**src/rtl/hack_rom_loader.sv**
```systemverilog
// rtl/hack_rom_loader.sv - boot loader: host byte stream -> 16-bit words -> Hack instruction ROM
// Holds the CPU in reset until a complete, length-checked image has been written.
module hack_rom_loader #(
   parameter int ADDR_WIDTH     = 15,
   parameter int DATA_WIDTH     = 16,
   parameter int TIMEOUT_CYCLES = 1000000
) (
   input  logic                  clk,
   input  logic                  rst_n,
   input  logic                  start,
   input  logic [7:0]            rx_data,
   input  logic                  rx_valid,
   output logic                  rx_ready,
   output logic                  rom_we,
   output logic [ADDR_WIDTH-1:0] rom_addr,
   output logic [DATA_WIDTH-1:0] rom_wdata,
   output logic                  cpu_reset,
   output logic                  busy,
   output logic                  done,
   output logic                  err
);

   localparam logic [2:0] S_IDLE   = 3'd0;
   localparam logic [2:0] S_LEN_HI = 3'd1;
   localparam logic [2:0] S_LEN_LO = 3'd2;
   localparam logic [2:0] S_DAT_HI = 3'd3;
   localparam logic [2:0] S_DAT_LO = 3'd4;
   localparam logic [2:0] S_WRITE  = 3'd5;
   localparam logic [2:0] S_DONE   = 3'd6;
   localparam logic [2:0] S_ERROR  = 3'd7;

   // Length arithmetic is one bit wider than the address so N == 2^ADDR_WIDTH is representable.
   localparam int          LW       = (ADDR_WIDTH >= 16) ? ADDR_WIDTH + 1 : 17;
   localparam logic [LW-1:0] MAX_LEN = LW'(1) << ADDR_WIDTH;
   localparam logic [31:0] TMO_LAST = 32'(TIMEOUT_CYCLES - 1);

   logic [2:0]            state_q, state_d;
   logic [15:0]           len_q, len_d;
   logic [7:0]            hi_q, hi_d;
   logic [ADDR_WIDTH-1:0] idx_q, idx_d;
   logic [31:0]           tmo_q, tmo_d;
   logic                  rx_ready_q, rx_ready_d;
   logic                  rom_we_q, rom_we_d;
   logic [ADDR_WIDTH-1:0] rom_addr_q, rom_addr_d;
   logic [DATA_WIDTH-1:0] rom_wdata_q, rom_wdata_d;
   logic                  cpu_reset_q, cpu_reset_d;
   logic                  busy_q, busy_d;
   logic                  done_q, done_d;
   logic                  err_q, err_d;

   logic        accept;
   logic        accepting;
   logic [15:0] len_in;
   logic        last_word;

   assign accept    = rx_valid & rx_ready_q;
   assign accepting = (state_q == S_LEN_HI) || (state_q == S_LEN_LO) ||
                      (state_q == S_DAT_HI) || (state_q == S_DAT_LO);
   assign len_in    = {len_q[15:8], rx_data};
   assign last_word = (LW'(idx_q) == (LW'(len_q) - LW'(1)));

   always_comb begin
      state_d     = state_q;
      len_d       = len_q;
      hi_d        = hi_q;
      idx_d       = idx_q;
      tmo_d       = tmo_q;
      rom_addr_d  = rom_addr_q;
      rom_wdata_d = rom_wdata_q;

      // Idle-gap watchdog; an accept always wins over expiry in the same cycle.
      if (accepting) begin
         if (accept) begin
            tmo_d = 32'd0;
         end else if ((TIMEOUT_CYCLES != 0) && (tmo_q == TMO_LAST)) begin
            state_d = S_ERROR;
         end else begin
            tmo_d = tmo_q + 32'd1;
         end
      end

      case (state_q)
         S_IDLE, S_DONE, S_ERROR: begin
            if (start) begin
               state_d = S_LEN_HI;
               idx_d   = '0;
               tmo_d   = 32'd0;
            end
         end
         S_LEN_HI: begin
            if (accept) begin
               len_d[15:8] = rx_data;
               state_d     = S_LEN_LO;
            end
         end
         S_LEN_LO: begin
            if (accept) begin
               len_d[7:0] = rx_data;
               if ((len_in == 16'd0) || (LW'(len_in) > MAX_LEN)) begin
                  state_d = S_ERROR;
               end else begin
                  state_d = S_DAT_HI;
               end
            end
         end
         S_DAT_HI: begin
            if (accept) begin
               hi_d    = rx_data;
               state_d = S_DAT_LO;
            end
         end
         S_DAT_LO: begin
            if (accept) begin
               rom_addr_d  = idx_q;
               rom_wdata_d = DATA_WIDTH'({hi_q, rx_data});
               state_d     = S_WRITE;
            end
         end
         S_WRITE: begin
            if (last_word) begin
               state_d = S_DONE;
            end else begin
               idx_d   = idx_q + ADDR_WIDTH'(1);
               state_d = S_DAT_HI;
            end
         end
         default: state_d = S_IDLE;
      endcase

      // Outputs are registered from the next state so they line up with it.
      rx_ready_d  = (state_d == S_LEN_HI) || (state_d == S_LEN_LO) ||
                    (state_d == S_DAT_HI) || (state_d == S_DAT_LO);
      rom_we_d    = (state_d == S_WRITE);
      busy_d      = rx_ready_d || (state_d == S_WRITE);
      done_d      = (state_d == S_DONE);
      err_d       = (state_d == S_ERROR);
      cpu_reset_d = (state_d != S_DONE);
   end

   always_ff @(posedge clk or negedge rst_n) begin
      if (!rst_n) begin
         state_q     <= S_IDLE;
         len_q       <= 16'd0;
         hi_q        <= 8'd0;
         idx_q       <= '0;
         tmo_q       <= 32'd0;
         rx_ready_q  <= 1'b0;
         rom_we_q    <= 1'b0;
         rom_addr_q  <= '0;
         rom_wdata_q <= '0;
         cpu_reset_q <= 1'b1;
         busy_q      <= 1'b0;
         done_q      <= 1'b0;
         err_q       <= 1'b0;
      end else begin
         state_q     <= state_d;
         len_q       <= len_d;
         hi_q        <= hi_d;
         idx_q       <= idx_d;
         tmo_q       <= tmo_d;
         rx_ready_q  <= rx_ready_d;
         rom_we_q    <= rom_we_d;
         rom_addr_q  <= rom_addr_d;
         rom_wdata_q <= rom_wdata_d;
         cpu_reset_q <= cpu_reset_d;
         busy_q      <= busy_d;
         done_q      <= done_d;
         err_q       <= err_d;
      end
   end

   assign rx_ready  = rx_ready_q;
   assign rom_we    = rom_we_q;
   assign rom_addr  = rom_addr_q;
   assign rom_wdata = rom_wdata_q;
   assign cpu_reset = cpu_reset_q;
   assign busy      = busy_q;
   assign done      = done_q;
   assign err       = err_q;

endmodule
```
**config.mk**
```make
export PLATFORM = sky130hd
export DESIGN_NAME = hack_rom_loader
export DESIGN_NICKNAME = d
export VERILOG_FILES = /design/src/rtl/hack_rom_loader.sv
export SDC_FILE = /design/constraint.sdc
export NUM_CORES = 1
export LEC_CHECK = 0
export ABC_CLOCK_PERIOD_IN_PS = 7500
export CORE_MARGIN = 2
export CORE_UTILIZATION = 63
export CTS_CLUSTER_DIAMETER = 120
export DETAILED_ROUTE_END_ITERATION = 16
export PLACE_DENSITY = 0.86
export SYNTH_ARGS = -nofsm -noshare
export SYNTH_HDL_FRONTEND = slang
export SYNTH_SLANG_ARGS = --single-unit
export TNS_END_PERCENT = 30
```
**constraint.sdc**
```tcl
create_clock -name clk -period 7.5 [get_ports clk]
set_clock_uncertainty 0.1 [all_clocks]
set_input_delay 0.75 -clock clk [delete_from_list [all_inputs] [get_ports clk]]
set_output_delay 0.75 -clock clk [all_outputs]
set_load 0.01 [all_outputs]
```
==> impl_metrics.env <==
export IMPL_synth_cells=541
export IMPL_yosys_warnings=0
export IMPL_cts_resized=0
export IMPL_drtAntennaViolNets=0
export IMPL_tightestPinTransition_ns=1.340
export IMPL_drt_wl_total_um=13120
export IMPL_die_y_um=99.71
export IMPL_hpwl_um=9106
export IMPL_critical_path_arrival_ns=4.02
export IMPL_ios=49
export IMPL_grt_pass1_wl_um=22150
export IMPL_globalRouteTotalUtil=0.2812
export IMPL_dieArea_sq_um=9941
export IMPL_cts_setup_buffers=0
export IMPL_row_count=34
export IMPL_synth_avg_cell_area_sq_um=10.67
export IMPL_crit_path_end_kind="flop"
export IMPL_viasPerCell=6.356
export IMPL_cp_start_kind="flop"
export IMPL_r2r_slack_ns=3.66
export IMPL_wl_met2_um=6657
export IMPL_r2r_start="len_q[2]$_DFFE_PN0P_"
export IMPL_ys_ff_latch=111
export IMPL_insertion_delay_ns=0.39
export IMPL_ys_seq_area_frac=0.4816
export IMPL_clock_path_buffers=2
export IMPL_drtIter0Drc=278
export IMPL_tns_ns=0
export IMPL_leakage_nw=2.794
export IMPL_synth_most_common_cell="dfrtp_1"
export IMPL_finalCriticalPeriod_ns=3.843
export IMPL_port_buffers=48
export IMPL_htreeDepth=3
export IMPL_antenna_found_initial=0
export IMPL_synth_top_family_by_area="simple AND/OR/NAND/NOR gates"
export IMPL_hold_buffers=0
export IMPL_synth_edf_count=0
export IMPL_synth_compound_area_frac=0.09627
export IMPL_required_ns=7.68
export IMPL_run_status="completed"
export IMPL_synth_xor_area_frac=0.07372
export IMPL_cts_buffers=9
export IMPL_start_util=0.6553
export IMPL_setup_viol_count_final=0
export IMPL_cts_tree="yes"
export IMPL_grt_pass1_vias=4549
export IMPL_critPathKind="reg2reg"
export IMPL_die_w_um=99.71
export IMPL_timing_hold_violations_final=0
export IMPL_fmax_mhz=260.2
export IMPL_crit_fanout=32
export IMPL_rr_worst_depth=8
export IMPL_synthTopCellsByArea="dfrtp_1, mux2_4, mux2_2"
export IMPL_rsz0062_at_grt="false"
export IMPL_netlist_area_leader_share=0.4770
export IMPL_wire_per_inst_um=18.70
export IMPL_firstDrtPassIters=6
export IMPL_overflow=0
export IMPL_cts_root_buf="clkbuf_8"
export IMPL_worstHoldPathType="in2async"
export IMPL_maxSlewHeadroom=0.09988
export IMPL_synthFlopType="dfrtp_1"
export IMPL_synth_async_reset_ratio=1.000
export IMPL_drv_slew=0
export IMPL_final_nets=604
export IMPL_muxShareOfSynthArea=0.1223
export IMPL_total_power_mw=2.331
export IMPL_synth_simple_area_share=0.1969
export IMPL_syn_nets=556
export IMPL_yosys_area_top_type="dfrtp_1"
export IMPL_drcViolationCount=0
export IMPL_synth_common_cells="dfrtp_1, nor2_1, nand2_1"
export IMPL_fin_crit_sh=0.5124
export IMPL_rr_endpoint="rom_wdata[1]$_DFFE_PN0P_"
export IMPL_grt_max_degree=58
export IMPL_core_sq_um=8806
export IMPL_clock_sinks=111
export IMPL_wl_met3_um=715
export IMPL_finalWeightedCongestion=0.8957
export IMPL_synth_adder_area_share=0.006505
export IMPL_mappedNetlistArea_sq_um=5771
export IMPL_num_vias=4462
export IMPL_path_clk_slew_ns=0.11
export IMPL_area_growth_pct=13.44
export IMPL_cap_violations=0
export IMPL_vdd_ir_drop_max_uv=223.1
export IMPL_drive_above_1_share=0.1498
export IMPL_synth_cell_types=62
export IMPL_met1Wirelength_um=5436
export IMPL_diodes=0
export IMPL_p_per_area_nw_per_um2=356.1
export IMPL_maxUsedRoutingLayer="met4"
-- flip-flops by register name (all words and copies together), names as in the netlist --
register and cells:
state_q 3, idx_q 15, done 1, rom_addr 15, len_q 16, rom_wdata 16, busy 1, rx_ready 1
hi_q 8, cpu_reset 1, rom_we 1, err 1, tmo_q 32
-- power breakdown --
group | total (mW) | switching [mW] | internal (mW)
logic | 1.02 | 0.490 | 0.532
registers | 0.930 | 0.177 | 0.753
clock network | 0.380 | 0.218 | 0.162
-- critical path, cell delays in order, from the launching register on --
cell,delay [ns]
dfrtp_1,0.48
nor4_2,0.54
nand4_1,0.21
o31a_1,0.33
nor4_2,0.65
a221oi_1,0.30
nor3_4,0.17
buf_4,0.51
mux2_2,0.40
-- placed cells by master (no fill, tap or decap), types with 3 or more instances in the layout --
master	instances
xor2_1	21
a31o_2	5
mux2_4	29
nor2b_1	6
a41o_1	4
and3_1	10
and2_1	4
o21ai_0	17
a311oi_1	3
inv_1	12
nand3_1	21
nand2_1	46
a21oi_1	24
buf_4	7
nor2_1	55
a31oi_1	6
nand2b_1	9
or4_1	6
clkdlybuf4s50_1	47
nand3b_1	3
or3_1	9
clkbuf_8	9
nand4_1	12
nor3_1	13
inv_6	4
ha_1	3
mux2_2	24
xnor2_1	25
dfrtp_1	110
nor4_1	7
-- cell families (layout without fill, tap and decap cells) --
| kind of cell | Yosys count | count (layout) |
|---|---|---|
| XOR/XNOR | 47 | 47 |
| AO/OA/AOI/OAI | 83 | 83 |
| multiplexers | 53 | 53 |
| flip-flops | 111 | 111 |
| adder cells (fa/ha/maj) | 3 | 3 |
| buffers and inverters | 29 | 82 |
| AND/OR/NAND/NOR | 215 | 215 |
-- metrics by stage --
step	hold WS (ns)	std cells	cell area, sq um	utilization	worst slack (ns)
after global placement	0.3816	686	6342	0.7202	3.788
final	0.3007	702	6546	0.7434	3.657
after CTS	0.3215	702	6546	0.7434	3.719
after floorplan	0.3544	541	5771	-	4.384
after global routing	0.3688	702	6546	0.7434	3.465
after detailed placement	0.3927	686	6342	0.7202	3.673
-- final cells by class --
type | instances | area [sq um]
clock buffers | 10 | 127.6
clock inverters | 6 | 76.32
fillers | 557 | 2260
inverters | 12 | 45.04
multi-input cells | 401 | 2860
flip-flops and latches | 111 | 2779
well taps | 108 | 135.1
repair buffers | 54 | 523.0
-- layer usage --
metal,track usage,vias to the layer above
met4,0.1033,0
met5,0,-
met2,0.4813,169
li1,-,2051
met3,0.04919,33
met1,0.3604,2209
-- worst max-delay path by stage --
stage,from,to,depth (start not counted)
after floorplan,len_q[0]$_DFFE_PN0P_,rom_addr[0]$_DFFE_PN0P_,12
after global placement,rx_data[4],rom_wdata[1]$_DFFE_PN0P_,10
after detailed placement,rx_data[7],rom_wdata[1]$_DFFE_PN0P_,10
after CTS,len_q[2]$_DFFE_PN0P_,rom_wdata[1]$_DFFE_PN0P_,8
after global routing,len_q[2]$_DFFE_PN0P_,rom_wdata[1]$_DFFE_PN0P_,8
final,len_q[2]$_DFFE_PN0P_,rom_wdata[1]$_DFFE_PN0P_,8
(Power assumes the default switching activity.)
